### src/rtl/spi_xfer_queue.sv
// TX/RX word queue wrapped around a 16-bit SPI master: launches one controller transfer per
// queued TX word, enforces a minimum idle gap and captures each result into an RX FIFO.
module spi_xfer_queue #(
    parameter int unsigned DEPTH_LOG2 = 3,
    parameter int unsigned GAP_CYCLES = 2
) (
    input  logic                  i_clk,
    input  logic                  i_rst_n,
    input  logic                  i_enable,
    input  logic [15:0]           i_tx_data,
    input  logic                  i_tx_push,
    output logic                  o_tx_full,
    output logic [DEPTH_LOG2:0]   o_tx_count,
    output logic [15:0]           o_rx_data,
    input  logic                  i_rx_pop,
    output logic                  o_rx_empty,
    output logic [DEPTH_LOG2:0]   o_rx_count,
    output logic                  o_err,
    input  logic                  i_err_clr,
    output logic                  o_active,
    output logic                  o_spi_start,
    output logic [15:0]           o_spi_data_in,
    input  logic                  i_spi_busy,
    input  logic                  i_spi_new_data,
    input  logic [15:0]           i_spi_data_out
);

    localparam int unsigned DEPTH = 1 << DEPTH_LOG2;
    localparam logic [DEPTH_LOG2:0]   FULL_CNT = DEPTH[DEPTH_LOG2:0];
    localparam logic [DEPTH_LOG2:0]   CNT_ONE  = {{DEPTH_LOG2{1'b0}}, 1'b1};
    localparam logic [DEPTH_LOG2-1:0] PTR_ONE  = CNT_ONE[DEPTH_LOG2-1:0];
    localparam logic [7:0]            GAP_LOAD = (GAP_CYCLES == 0) ? 8'd0 : 8'(GAP_CYCLES - 1);

    localparam logic [2:0] S_IDLE      = 3'd0;
    localparam logic [2:0] S_ISSUE     = 3'd1;
    localparam logic [2:0] S_WAIT_BUSY = 3'd2;
    localparam logic [2:0] S_WAIT_DONE = 3'd3;
    localparam logic [2:0] S_GAP       = 3'd4;

    logic [2:0]            r_state;
    logic [2:0]            w_state_nxt;
    logic [7:0]            r_gap_cnt;
    logic [7:0]            w_gap_nxt;

    logic [15:0]           r_tx_mem [DEPTH];
    logic [DEPTH_LOG2-1:0] r_tx_wptr;
    logic [DEPTH_LOG2-1:0] r_tx_rptr;
    logic [DEPTH_LOG2:0]   r_tx_count;
    logic [DEPTH_LOG2:0]   w_tx_count_nxt;
    logic                  r_tx_full;

    logic [15:0]           r_rx_mem [DEPTH];
    logic [DEPTH_LOG2-1:0] r_rx_wptr;
    logic [DEPTH_LOG2-1:0] r_rx_rptr;
    logic [DEPTH_LOG2:0]   r_rx_count;
    logic [DEPTH_LOG2:0]   w_rx_count_nxt;
    logic                  r_rx_empty;
    logic [15:0]           r_rx_data;
    logic [15:0]           w_rx_data_nxt;

    logic                  r_err;
    logic [15:0]           r_spi_data_in;

    logic                  w_tx_push_ok;
    logic                  w_rx_pop_ok;
    logic                  w_launch;
    logic                  w_capture;
    logic                  w_err_set;

    assign w_tx_push_ok = i_tx_push & ~r_tx_full;
    assign w_rx_pop_ok  = i_rx_pop & ~r_rx_empty;
    assign w_err_set    = (i_tx_push & r_tx_full) | (i_rx_pop & r_rx_empty);

    // RX space is reserved at launch, so a capture can never find RX full.
    assign w_launch  = (r_state == S_IDLE) & i_enable & (r_tx_count != '0) &
                       (r_rx_count != FULL_CNT);
    assign w_capture = (r_state == S_WAIT_DONE) & i_spi_new_data;

    always_comb begin
        w_state_nxt = r_state;
        w_gap_nxt   = r_gap_cnt;
        case (r_state)
            S_IDLE: begin
                if (w_launch) begin
                    w_state_nxt = S_ISSUE;
                end
            end
            S_ISSUE: begin
                w_state_nxt = S_WAIT_BUSY;
            end
            S_WAIT_BUSY: begin
                if (i_spi_busy) begin
                    w_state_nxt = S_WAIT_DONE;
                end
            end
            S_WAIT_DONE: begin
                if (i_spi_new_data) begin
                    if (GAP_CYCLES != 0) begin
                        w_state_nxt = S_GAP;
                        w_gap_nxt   = GAP_LOAD;
                    end else begin
                        w_state_nxt = S_IDLE;
                    end
                end
            end
            S_GAP: begin
                if (r_gap_cnt == 8'd0) begin
                    w_state_nxt = S_IDLE;
                end else begin
                    w_gap_nxt = r_gap_cnt - 8'd1;
                end
            end
            default: begin
                w_state_nxt = S_IDLE;
            end
        endcase
    end

    always_comb begin
        w_tx_count_nxt = r_tx_count;
        if (w_tx_push_ok && !w_launch) begin
            w_tx_count_nxt = r_tx_count + CNT_ONE;
        end else if (!w_tx_push_ok && w_launch) begin
            w_tx_count_nxt = r_tx_count - CNT_ONE;
        end
    end

    always_comb begin
        w_rx_count_nxt = r_rx_count;
        if (w_capture && !w_rx_pop_ok) begin
            w_rx_count_nxt = r_rx_count + CNT_ONE;
        end else if (!w_capture && w_rx_pop_ok) begin
            w_rx_count_nxt = r_rx_count - CNT_ONE;
        end
    end

    // First-word-fall-through head; keeps its last value once RX drains.
    always_comb begin
        w_rx_data_nxt = r_rx_data;
        if (w_rx_pop_ok) begin
            if (r_rx_count > CNT_ONE) begin
                w_rx_data_nxt = r_rx_mem[r_rx_rptr + PTR_ONE];
            end else if (w_capture) begin
                w_rx_data_nxt = i_spi_data_out;
            end
        end else if (r_rx_empty && w_capture) begin
            w_rx_data_nxt = i_spi_data_out;
        end
    end

    always_ff @(posedge i_clk or negedge i_rst_n) begin
        if (!i_rst_n) begin
            r_state       <= S_IDLE;
            r_gap_cnt     <= 8'd0;
            r_tx_wptr     <= '0;
            r_tx_rptr     <= '0;
            r_tx_count    <= '0;
            r_tx_full     <= 1'b0;
            r_rx_wptr     <= '0;
            r_rx_rptr     <= '0;
            r_rx_count    <= '0;
            r_rx_empty    <= 1'b1;
            r_rx_data     <= 16'h0000;
            r_err         <= 1'b0;
            r_spi_data_in <= 16'h0000;
        end else begin
            r_state    <= w_state_nxt;
            r_gap_cnt  <= w_gap_nxt;
            r_tx_count <= w_tx_count_nxt;
            r_tx_full  <= (w_tx_count_nxt == FULL_CNT);
            r_rx_count <= w_rx_count_nxt;
            r_rx_empty <= (w_rx_count_nxt == '0);
            r_rx_data  <= w_rx_data_nxt;
            if (w_tx_push_ok) begin
                r_tx_wptr <= r_tx_wptr + PTR_ONE;
            end
            if (w_launch) begin
                r_tx_rptr     <= r_tx_rptr + PTR_ONE;
                r_spi_data_in <= r_tx_mem[r_tx_rptr];
            end
            if (w_capture) begin
                r_rx_wptr <= r_rx_wptr + PTR_ONE;
            end
            if (w_rx_pop_ok) begin
                r_rx_rptr <= r_rx_rptr + PTR_ONE;
            end
            // Clear wins over a same-cycle error event.
            if (i_err_clr) begin
                r_err <= 1'b0;
            end else if (w_err_set) begin
                r_err <= 1'b1;
            end
        end
    end

    always_ff @(posedge i_clk) begin
        if (w_tx_push_ok) begin
            r_tx_mem[r_tx_wptr] <= i_tx_data;
        end
        if (w_capture) begin
            r_rx_mem[r_rx_wptr] <= i_spi_data_out;
        end
    end

    assign o_tx_full     = r_tx_full;
    assign o_tx_count    = r_tx_count;
    assign o_rx_data     = r_rx_data;
    assign o_rx_empty    = r_rx_empty;
    assign o_rx_count    = r_rx_count;
    assign o_err         = r_err;
    assign o_active      = (r_state != S_IDLE);
    assign o_spi_start   = (r_state == S_ISSUE);
    assign o_spi_data_in = r_spi_data_in;

endmodule
### config.mk
export PLATFORM = sky130hd
export DESIGN_NAME = spi_xfer_queue
export DESIGN_NICKNAME = d
export VERILOG_FILES = /design/src/rtl/spi_xfer_queue.sv
export SDC_FILE = /design/constraint.sdc
export NUM_CORES = 1
export LEC_CHECK = 0
export BUFFER_PORTS_ARGS = -buffer_cell sky130_fd_sc_hd__buf_2
export CORE_ASPECT_RATIO = 0.8
export CORE_MARGIN = 2
export CORE_UTILIZATION = 44
export CTS_CLUSTER_SIZE = 25
export DETAILED_ROUTE_END_ITERATION = 12
export HOLD_SLACK_MARGIN = 0.15
export SYNTH_ARGS = -nofsm -noshare
export SYNTH_HDL_FRONTEND = slang
export SYNTH_SLANG_ARGS = --single-unit
### constraint.sdc
create_clock -name i_clk -period 3.62 [get_ports i_clk]
set_input_delay 0.543 -clock i_clk [delete_from_list [all_inputs] [get_ports i_clk]]
set_output_delay 0.543 -clock i_clk [all_outputs]
set_load 0.05 [all_outputs]
==> qor.txt <==
fin crit period - 2.412 ns
internal power - 0.008469 W
count of distinct cell types in the synthesized netlist - 50
number of buffers created by CTS - 34
final RePlAce weighted congestion - 0.7725
routed length per placed instance - 21.28 um
most used standard cell by instance count after synthesis - sky130_fd_sc_hd__edfxtp_1
slew at the pin with the worst max-slew slack - 1.199 ns
global-route wire length before repair - 39.03 mm
share of Yosys cell area claimed by the top area cell type - 60.63%
share of power burned in the clock network - 26.9%
post-CTS setup-driven buffer insertion count - 0
most frequent cells after synthesis - sky130_fd_sc_hd__edfxtp_1 (256), sky130_fd_sc_hd__dfrtp_1 (65), sky130_fd_sc_hd__mux4_2 (64)
classification of the worst-slack hold path - input pin to register
port buffer count - 84
Setup crit end kind - register
via count of the first global-routing pass - 6776
worst ir drop on vdd - 0.5365 mV
Seq/Total Area, Yosys - 73.67%
standard cell with the maximum stage delay on the critical path - sky130_fd_sc_hd__or4b_4
fraction of layout cells with a size suffix above 1 - 30.59%
Post-DRT Antenna Nets - 0
pin count of the biggest net entering global routing - 67
H-tree level count - 2
wirelength, routed - 25.22 mm
prevailing post-synth register cell - sky130_fd_sc_hd__edfxtp_1
Die ar. - 30200 um2
maximum clock path buffer count - 3
Synth area leaders - sky130_fd_sc_hd__edfxtp_1 (61%), sky130_fd_sc_hd__dfrtp_1 (13%), sky130_fd_sc_hd__mux4_2 (11%)
max incr delay on CP - 0.57 ns
clk_lat worst skew - 0.52 ns
sequential cell area - 9344 um2
number of fillers in the final layout - 2252
worst slew margin relative to its limit - 20.05%
placement-stage worst setup slack - 1.146 ns
clock net sink count - 322
static leakage - 5.298 nW
max_cap viols - 0
share of synthesized registers carrying an async set or reset - 20.50%
flip-flop and latch count after synthesis - 322
required time at the worst-slack endpoint - 3.99 ns
Detailed Route Iter0 Violations - 402
cells traversed along the worst timing path - or4b_4 -> or3_1 -> buf_4 -> mux2i_4 -> xor2_2 -> nor3b_2
Worst Min Path Start - i_err_clr
Max Transition Viols Final - 0
Hold Buf Count CTS - 0
gate count after technology mapping - 679
cell depth of the worst flop-to-flop path - 6
mean number of vias per cell - 5.464
starting utilization of the core area - 44.83%
overflow left after global routing - 0
total vias in the final route - 6475
antenna violations before repair - 2
average size of a mapped cell - 18.67 um2
proportion of power drawn by flip-flops and latches - 40.7%
number of failing hold endpoints at the final stage - 0
horizontal extent of the die - 193.8 um
Core Region - 28280 um2
register-to-register setup slack - 1.21 ns
summed negative setup slack over all endpoints - 0 ns
number of rows created at floorplan - 55
terminating pin of the worst hold path - o_err
clock skew - 0.03313 ns
all-layer global routing usage - 17.05%
switching share of power - 34.52%
# nets final - 840
net switching power figure - 0.004464 W
Crit path arrival time - 2.78 ns
unrepaired setup endpoints after global routing - false
count of endpoints failing setup in the final report - 0
worst setup path category - register to register
FF-to-FF End - o_tx_full
overall die height - 155.8 um
Detailed Routing Iterations Pass 1 - 5
outcome - finished, final reports clean
Reg clk slew, reported paths - 0.06 ns
IO Pins - 85
Root Driver - sky130_fd_sc_hd__clkbuf_16
Post-synth EDFFs - 256
relative contribution of combinational cells to total power - 32.4%
multi-input logic area - 3213 um2
clock tree from TritonCTS - yes
HPWL after DPL - 14.74 mm
highest fanout seen on the critical path - 39
worst setup slack after layout - 1.208 ns
post-cts repair resize count - 0
total of warnings raised by yosys - 0
launch point of the worst reg-to-reg path - r_state[1]
post-route fraction of the period consumed by the critical path - 66.62%
relative area change from synthesis to final layout - 16.80%
Worst Setup Start Kind - register
number of remaining DRC errors - 0
Hold Slack - 0.1936 ns
Post-Synthesis Net Count - 731
Peak Freq - 414.7 MHz
ratio of total power to cell area - 873.4 nW/um2
cell area after technology mapping - 12680 um2
hold path depth - 2
cell type with the largest total area after synthesis - sky130_fd_sc_hd__edfxtp_1
core utilization of the finished layout - 52.36%
[layout make-up]
type	count	area share (%)
clock buffer	49	6.396
timing repair buffer	110	4.174
inverter	10	0.2535
multi-input combinational	310	21.70
sequential	322	63.10
antenna	1	0.01690
clock inverter	13	1.234
tap	370	3.126
[how the worst max path moves through the flow]
stage / start / end / slack [ns] / cells after the start
floorplan: o_tx_full / r_tx_mem[0][0] / 0.59 / 3
global placement: i_enable / o_tx_full / 1.18 / 7
detailed placement: i_enable / o_tx_full / 1.15 / 7
CTS: r_state[1] / o_tx_full / 1.21 / 6
global route: o_rx_count[1] / o_rx_data[13] / 1.04 / 8
finish: r_state[1] / o_tx_full / 1.21 / 6
[stage by stage]
stage	area (um2)	power, W	instances
CTS	14810	0.01311	1184
floorplan	12680	0.008399	679
detailed placement	13680	0.009589	1122
global placement	13680	0.009460	1122
finish	14810	0.01293	1185
global route	14810	0.01359	1184
[critical path: cells and delay by family (launching register included)]
family	cells	cell delay, ns
xor+xnor	1	0.16
mux	1	0.24
flops	1	0.46
buf+inv	1	0.27
simple gates	3	1.14
[registers in the layout (all words and copies together) (netlist names)]
register       flops
r_rx_mem         128
o_rx_count         4
o_tx_full          1
r_tx_rptr          3
o_err              1
r_rx_rptr          3
r_gap_cnt          8
r_tx_wptr          3
o_rx_empty         1
o_spi_data_in     16
o_tx_count         4
o_rx_data         16
r_rx_wptr          3
r_state            3
r_tx_mem         128
[cell usage in the layout, fill, tap and decap left out, drive strengths merged, types with 7 or more instances in the layout]
master,netlist,layout
nor2,20,20
dfrtp,65,65
xor2,8,8
clkbuf,24,49
buf,13,110
mux4,64,64
o21ai,37,37
nand2,38,38
mux2i,34,34
xnor2,14,14
nor3,12,12
inv,10,12
ha,12,12
a22oi,17,17
edfxtp,256,256
clkinv,0,7
[power groups by stage]
stage | combinational (W) | sequential (W) | clock [W]
after floorplan | 0.00259 | 0.00581 | 0
after global placement | 0.00417 | 0.00529 | 0
after detailed placement | 0.00425 | 0.00534 | 0
after CTS | 0.00426 | 0.00528 | 0.00358
after global routing | 0.00453 | 0.00536 | 0.00371
final | 0.00418 | 0.00526 | 0.00349
[cells by family after synthesis]
logic type	share of synthesized area (%)
flip-flops	73.67
multiplexers	14.33
AND/OR/NAND/NOR	3.938
AO/OA/AOI/OAI	3.711
buffers and inverters	1.589
XOR/XNOR	1.579
adder cells (fa/ha/maj)	1.184
[routing by layer]
| metal | global-route usage (%) | vias up | wire length [um] |
|---|---|---|---|
| met5 | 0 | - | 8 |
| met2 | 28.01 | 164 | 12220 |
| met1 | 23.15 | 3371 | 11070 |
| met3 | 3.783 | 33 | 1541 |
| li1 | - | 2905 | - |
| met4 | 4.871 | 2 | 379 |
(Power assumes the default switching activity.)
